<file path="src/rtl/serial_to_parallel_rx.sv">
// Single-lane receive deserializer: hunts for COM byte alignment bit by bit,
// confirms it over a train of aligned COMs, then delivers one byte per 8 clocks.
module serial_to_parallel_rx #(
    parameter logic [7:0] COM_SYM   = 8'hBC,
    parameter logic [7:0] IDL_SYM   = 8'h7C,
    parameter int         COM_COUNT = 4
) (
    input  logic       clk32f,
    input  logic       reset,
    input  logic       data_in,
    output logic [7:0] data_out,
    output logic       valid_out,
    output logic       byte_strobe,
    output logic       active
);

    typedef enum logic [1:0] {
        ST_SEARCH,
        ST_LOCK,
        ST_ACTIVE
    } state_t;

    localparam logic [3:0] COM_TARGET = 4'(COM_COUNT);

    state_t     r_state, w_state_next;
    // Only the seven most recent bits are kept; the incoming bit completes the byte.
    logic [6:0] r_sr;
    logic [2:0] r_bit_cnt, w_bit_cnt_next;
    logic [3:0] r_com_cnt, w_com_cnt_next;
    logic [7:0] r_data, w_data_next;
    logic       r_valid, w_valid_next;
    logic       r_strobe, w_strobe_next;
    logic       r_active, w_active_next;

    logic [7:0] w_byte;
    logic       w_is_com;
    logic       w_boundary;

    assign w_byte     = {r_sr, data_in};
    assign w_is_com   = (w_byte == COM_SYM);
    assign w_boundary = (r_bit_cnt == 3'd7);

    always_comb begin
        w_state_next   = r_state;
        w_bit_cnt_next = r_bit_cnt;
        w_com_cnt_next = r_com_cnt;
        w_data_next    = r_data;
        w_valid_next   = r_valid;
        w_strobe_next  = 1'b0;
        w_active_next  = r_active;
        case (r_state)
            ST_SEARCH: begin
                if (w_is_com) begin
                    w_state_next   = ST_LOCK;
                    w_bit_cnt_next = 3'd0;
                    w_com_cnt_next = 4'd1;
                end
            end
            ST_LOCK: begin
                w_bit_cnt_next = r_bit_cnt + 3'd1;
                if (w_boundary) begin
                    if (w_is_com) begin
                        if (r_com_cnt + 4'd1 == COM_TARGET) begin
                            w_state_next   = ST_ACTIVE;
                            w_active_next  = 1'b1;
                            w_bit_cnt_next = 3'd0;
                            w_com_cnt_next = COM_TARGET;
                        end else begin
                            w_com_cnt_next = r_com_cnt + 4'd1;
                        end
                    end else begin
                        // A misaligned symbol drops the lock; this cycle is not re-hunted.
                        w_state_next   = ST_SEARCH;
                        w_com_cnt_next = 4'd0;
                    end
                end
            end
            ST_ACTIVE: begin
                w_bit_cnt_next = r_bit_cnt + 3'd1;
                if (w_boundary) begin
                    w_data_next   = w_byte;
                    w_strobe_next = 1'b1;
                    w_valid_next  = (w_byte != COM_SYM) && (w_byte != IDL_SYM);
                end
            end
            default: begin
                w_state_next = ST_SEARCH;
            end
        endcase
    end

    always_ff @(posedge clk32f) begin
        if (reset) begin
            r_state   <= ST_SEARCH;
            r_sr      <= 7'd0;
            r_bit_cnt <= 3'd0;
            r_com_cnt <= 4'd0;
            r_data    <= 8'd0;
            r_valid   <= 1'b0;
            r_strobe  <= 1'b0;
            r_active  <= 1'b0;
        end else begin
            r_state   <= w_state_next;
            r_sr      <= w_byte[6:0];
            r_bit_cnt <= w_bit_cnt_next;
            r_com_cnt <= w_com_cnt_next;
            r_data    <= w_data_next;
            r_valid   <= w_valid_next;
            r_strobe  <= w_strobe_next;
            r_active  <= w_active_next;
        end
    end

    assign data_out    = r_data;
    assign valid_out   = r_valid;
    assign byte_strobe = r_strobe;
    assign active      = r_active;

endmodule
</file>
<file path="config.mk">
export PLATFORM = sky130hd
export DESIGN_NAME = serial_to_parallel_rx
export DESIGN_NICKNAME = d
export VERILOG_FILES = /design/src/rtl/serial_to_parallel_rx.sv
export SDC_FILE = /design/constraint.sdc
export NUM_CORES = 1
export LEC_CHECK = 0
export CORE_ASPECT_RATIO = 0.75
export CORE_MARGIN = 2
export CORE_UTILIZATION = 45
export CTS_CLUSTER_DIAMETER = 200
export DETAILED_ROUTE_END_ITERATION = 10
export GPL_ROUTABILITY_DRIVEN = 0
export GPL_TIMING_DRIVEN = 0
export PLACE_DENSITY = 0.66
export SKIP_CTS_REPAIR_TIMING = 1
export SLEW_MARGIN = 20
export SYNTH_ARGS = -nofsm -noshare
export SYNTH_HDL_FRONTEND = slang
export SYNTH_SLANG_ARGS = --single-unit
export TNS_END_PERCENT = 100
</file>
<file path="constraint.sdc">
create_clock -name clk32f -period 2.25 [get_ports clk32f]
set_clock_uncertainty 0.1 [all_clocks]
set_input_delay 0.45 -clock clk32f [delete_from_list [all_inputs] [get_ports clk32f]]
set_output_delay 0.45 -clock clk32f [all_outputs]
set_load 0.005 [all_outputs]
</file>
* Word-level counts from Yosys, hierarchy flattened *
Cells that the tools add are included.

word-level totals
  bits of input ports = 3
  register bits = 27
  logic and storage cells = 47

cells by class
  multiplexer cells = 16
  $add $sub $neg = 2
  eq/ne operators = 10
  reductions and logical operators = 10
  bitwise operators = 1

operators with widths
  operator               count
  $mux W4                4
  $mux W3                4
  $pmux W3 S3            1
  $eq A8 B8 Y1 const B   1
  $mux W2                4
  $ne A8 B7 Y1 const B   1
  $ne A8 B8 Y1 const B   1
  $pmux W4 S2            1
  $reduce_and A4 Y1      2
  $pmux W2 S3            1
  $add A4 B1 Y4 const B  1
  $eq A4 B3 Y1 const B   1
  $ne A2 B2 Y1 const B   2
  $reduce_and A2 Y1      2
  $add A3 B1 Y3 const B  1
  $eq A3 B3 Y1 const B   1
  $ne A3 B3 Y1 const B   1
  $reduce_and A3 Y1      1
  $reduce_bool A3 Y1     1
  $eq A2 B1 Y1 const B   1
  $eq A2 B2 Y1 const B   1
  $logic_not A2 Y1       1
  $reduce_bool A2 Y1     1
  $reduce_or A2 Y1       1
  3 further kinds        3

* Depth between registers and ports, before layout *
  word-level depth = 6
  depth in mapped cells = 7

* Worst setup path after synthesis *
OpenSTA, ideal clock, no wires.

  path type = input-to-reg
  from = input port data_in
  to = register r_com_cnt[1]
  setup time = 128 ps
  arrival = 1440 ps
  stages on the path = 5
  path slack = 582 ps
  path through = nand2b_1 o31a_1 or2_4 a22oi_1 nor2_1

on the way
  cells in the longest elaborated chain, start to end = 4

ends and longest elaborated chain
  item                    RTL line  RTL
  start: declaration      10        input logic data_in,
  $eq A8 B8 Y1 (*)        40        assign w_is_com = (w_byte == COM_SYM);
  $mux W4                 62        if (w_is_com) begin
  $mux W4                 61        if (w_boundary) begin
  $pmux W4 S2             51        case (r_state)
  end signal: assignment  106       r_com_cnt <= w_com_cnt_next;
  end: declaration        29        logic [3:0] r_com_cnt, w_com_cnt_next;

Mark *: on every way between the ends. The rest lies on a longest branch, timed or not. The select of a mux whose other input is x is not followed.
A chain may end at the register's enable or synchronous reset.

* Worst setup path in the final report *
  from = register r_com_cnt[0]
  to = register r_bit_cnt[0]

on the way
  cells in the longest elaborated chain, start to end = 6

ends and longest elaborated chain
  item                    RTL line  RTL
  $add A4 B1 Y4           63        if (r_com_cnt + 4'd1 == COM_TARGET) begin
  $eq A4 B3 Y1            63
  $mux W3                 63
  $mux W3                 62
  $mux W3                 61
  $pmux W3 S3             51
  end signal: assignment  105       r_bit_cnt <= w_bit_cnt_next;
  end: declaration        28        logic [2:0] r_bit_cnt, w_bit_cnt_next;

Every way passes these cells.

==> summary by stage <==
Status
The flow ran to the end, and the final reports show no timing, DRC or antenna violations.

Yosys
After synthesis, flip-flops and latches occupy 44.3% of the total area. The commonest cells after synthesis are 27 x dfxtp_1, 20 x nand2_1, 17 x a21oi_1. The mapped netlist covers 0.00122 mm². The synthesized area per cell is 9.18 µm².

The fraction of synthesis flops using an asynchronous set or reset pin is 0%. Synthesis inferred 27 register bits. The unique cell type count in the Yosys netlist is 31. In this run, synthesis inferred 0 flip-flops with an integrated enable.

The most instantiated library cell after synthesis is dfxtp_1. The synthesized design spends more area on one cell type than any other, namely dfxtp_1. Yosys printed 0 warnings. The top cell type by area accounts for 44.3% of the synthesized area. By area the synthesized netlist is led by dfxtp_1 44%, ha_1 8.2%, a21oi_1 7.0%, nand2_1 6.1%, nor2b_1 4.6%. Counting every net in the synthesized netlist gives 144. The number of instances in the synthesized netlist is 133. The commonest register cell after synthesis is dfxtp_1.

STA
The hold violation count in the final report is 0. The maximum frequency from static timing analysis is 522 MHz. For the pin with the worst max-slew slack, the measured transition is 0.486 ns. Across all hold checks on the routed design, the worst slack comes to 0.364 ns. The total setup violations reported at the end of the flow is 0. Setup slack on the critical path of the routed design comes to 0.333 ns.

After layout, the minimum clock period comes to 1.92 ns. The final-report max-slew violation count was 0. The normalized max-slew margin is 67.6%. The final cycle utilization of the critical path is 85.2%. The final sum of negative setup slack is 0 ns. Setup repair after global routing left no endpoint under its margin.

Min path
The worst min-delay path class is register to register.

Floorplan
The number of ports placed on the die boundary is 14. In this run the horizontal extent of the chip is 64.2 µm. The effective utilization at floorplan is 46.9%. Row generation in the floorplan step produced 16 rows. The core area is 0.00260 mm². The overall die height is 49.1 µm.

The total die area is 0.00315 mm².

Route
In this run the remaining antenna-violating nets after routing total 0. The initial detailed-routing violation count is 56. For this block, the via count after detailed routing is 935. The first TritonRoute pass finished after 4 iterations. After detailed routing, the number of remaining DRC violations is 0. In the final routed layout, each cell accounts on average for 12.7 µm. In the routed layout, each cell is associated on average with a via count of 5.05. The total wirelength of the detailed-routed design is 2.34 mm.

Cells and area
After filler insertion, the fill cell instance count of the layout stands at 245. The area occupied by multi-input gates is 647 µm². From synthesis to final layout, the design area changed by 16.0%. Cells with a size suffix above 1 make up 7.38% of the layout. The count of inserted antenna diode cells is 0. The final net count is 161. The sequential cells in the finished layout cover a total of 541 µm². Summing all non-filler instances in the final layout gives an area of 0.00142 mm².

Worst setup path
The critical path in this run is classified as register to register. The largest stage delay on the critical path is 0.49 ns. The arrival time of the worst setup path is 2.04 ns. The maximum fanout along the worst path is 7.

At the worst endpoint, the required time is 2.38 ns. The type of element capturing the critical path is a register. Walking the worst path, the cells encountered are ha_1 -> nor2b_1 -> a21oi_1 -> o32ai_4 -> nand4b_1 -> a41o_1. The startpoint type of the worst setup path is a register. Among all stages on the critical path, the largest delay is contributed by dfxtp_1.

The reg2reg setup slack is 0.33 ns.

Power
Dividing total power by cell area gives a power density of 504 mW/mm². The design draws 0.714 mW. IR analysis of the VDD net gives a maximum drop of 0.235 mV.

The leakage power is 0.530 nW.

GRT
The number of antenna violations at the first check in global routing was 0. The wire length of the first global-routing pass is 4.00 mm. The via count of the first global-routing pass is 850. The largest net degree at the start of global routing is 17. The all-layer global routing usage is 16.5%.

Summed over all layers, the global routing overflow is 0.

Placement
The post-detailed-placement cell area is 0.00139 mm². Buffers placed on the I/O ports in this run total 12. The post-placement worst setup slack is 0.00946 ns. The sum of net half-perimeters after detailed placement is 1.77 mm.

Clocking
In this run, CTS created clock tree buffers numbering 3. The clock transition time at the flip-flop clock pins of the worst setup and hold paths is 0.16 ns. Clock tree synthesis found a total of 27 sinks.

The cell chosen for the clock root is clkbuf_4. In this run the number of H-tree levels came out at 1. TritonCTS built the clock tree. The maximum buffer depth of the clock tree is 2.

The clock reaches the later pin of the worst-skew pair after 0.33 ns.

Run
The tool flagged a number of max-cap violations equal to 0.
## layout by cell type, fill, tap and decap left out, types with 2 or more instances in the layout
cell type        instances
nand2_1                 20
ha_1                     8
o21ai_0                  3
nand3_1                  4
clkbuf_1                 4
nand2b_1                 4
clkbuf_4                 3
nor2_1                   6
nor2b_1                  9
o31a_1                   2
inv_1                    5
a211oi_1                 3
clkdlybuf4s50_1         12
or2_4                    2
nor3_1                   3
dfxtp_1                 27
a21oi_1                 17
## through the flow
stage / util [%] / std cells
CTS: 54.4 / 185
global placement: 53.3 / 181
finish: 54.4 / 185
floorplan: - / 133
detailed placement: 53.3 / 181
global route: 54.4 / 185
## worst paths after layout
| path | startpoint | endpoint | depth (start not counted) |
|---|---|---|---|
| setup / recovery | r_com_cnt[0] | r_bit_cnt[0] | 6 |
| hold / removal | data_out[1] | data_out[1] | 2 |
| setup reg to reg | r_com_cnt[0] | r_bit_cnt[0] | 6 |
| hold reg to reg | data_out[1] | data_out[1] | 2 |
## state kept, by name, indices dropped and copies added (netlist names)
name / count
active: 1
valid_out: 1
r_sr: 7
byte_strobe: 1
data_out: 8
r_bit_cnt: 3
r_state: 2
r_com_cnt: 4
## logic make-up after synthesis
kind of cell | synth area share, %
buf+inv | 2.77
fa+ha+maj | 8.20
compound gates | 16.9
xor+xnor | 0.717
flops | 44.3
mux | 0.820
simple gates | 26.3
## power breakdown
group	leakage, nW	internal, mW	switching (mW)
sequential	0.218	0.481	0.00274
combinational	0.298	0.00641	0.0104
clock	0.0139	0.0680	0.146
total	0.530	0.556	0.159
## critical path: cells and delay by family, from the launching register on
kind / cells / cell delay (ns)
AOI/OAI and AO/OA: 3 / 0.66
adders and majority gates: 1 / 0.25
DFF: 1 / 0.49
and+or+nand+nor: 2 / 0.31
## cell type report
type	instances	area share, %
inverter	5	1.33
buffer	4	1.06
sequential	27	38.2
tap	36	3.18
timing repair buffer	12	8.48
clock buffer	3	1.59
clock inverter	1	0.530
multi-input combinational	97	45.7
## routing by layer
layer	track usage, %	wire length, µm	vias to the layer above	part of all wire, %
met5	0	0	-	0
met2	25.7	1030	12	44
met1	22.4	1220	428	52
met3	5.77	68	4	2.9
li1	-	-	491	-
met4	3.19	18	0	0.77
Power figures use the tool's default switching activity.
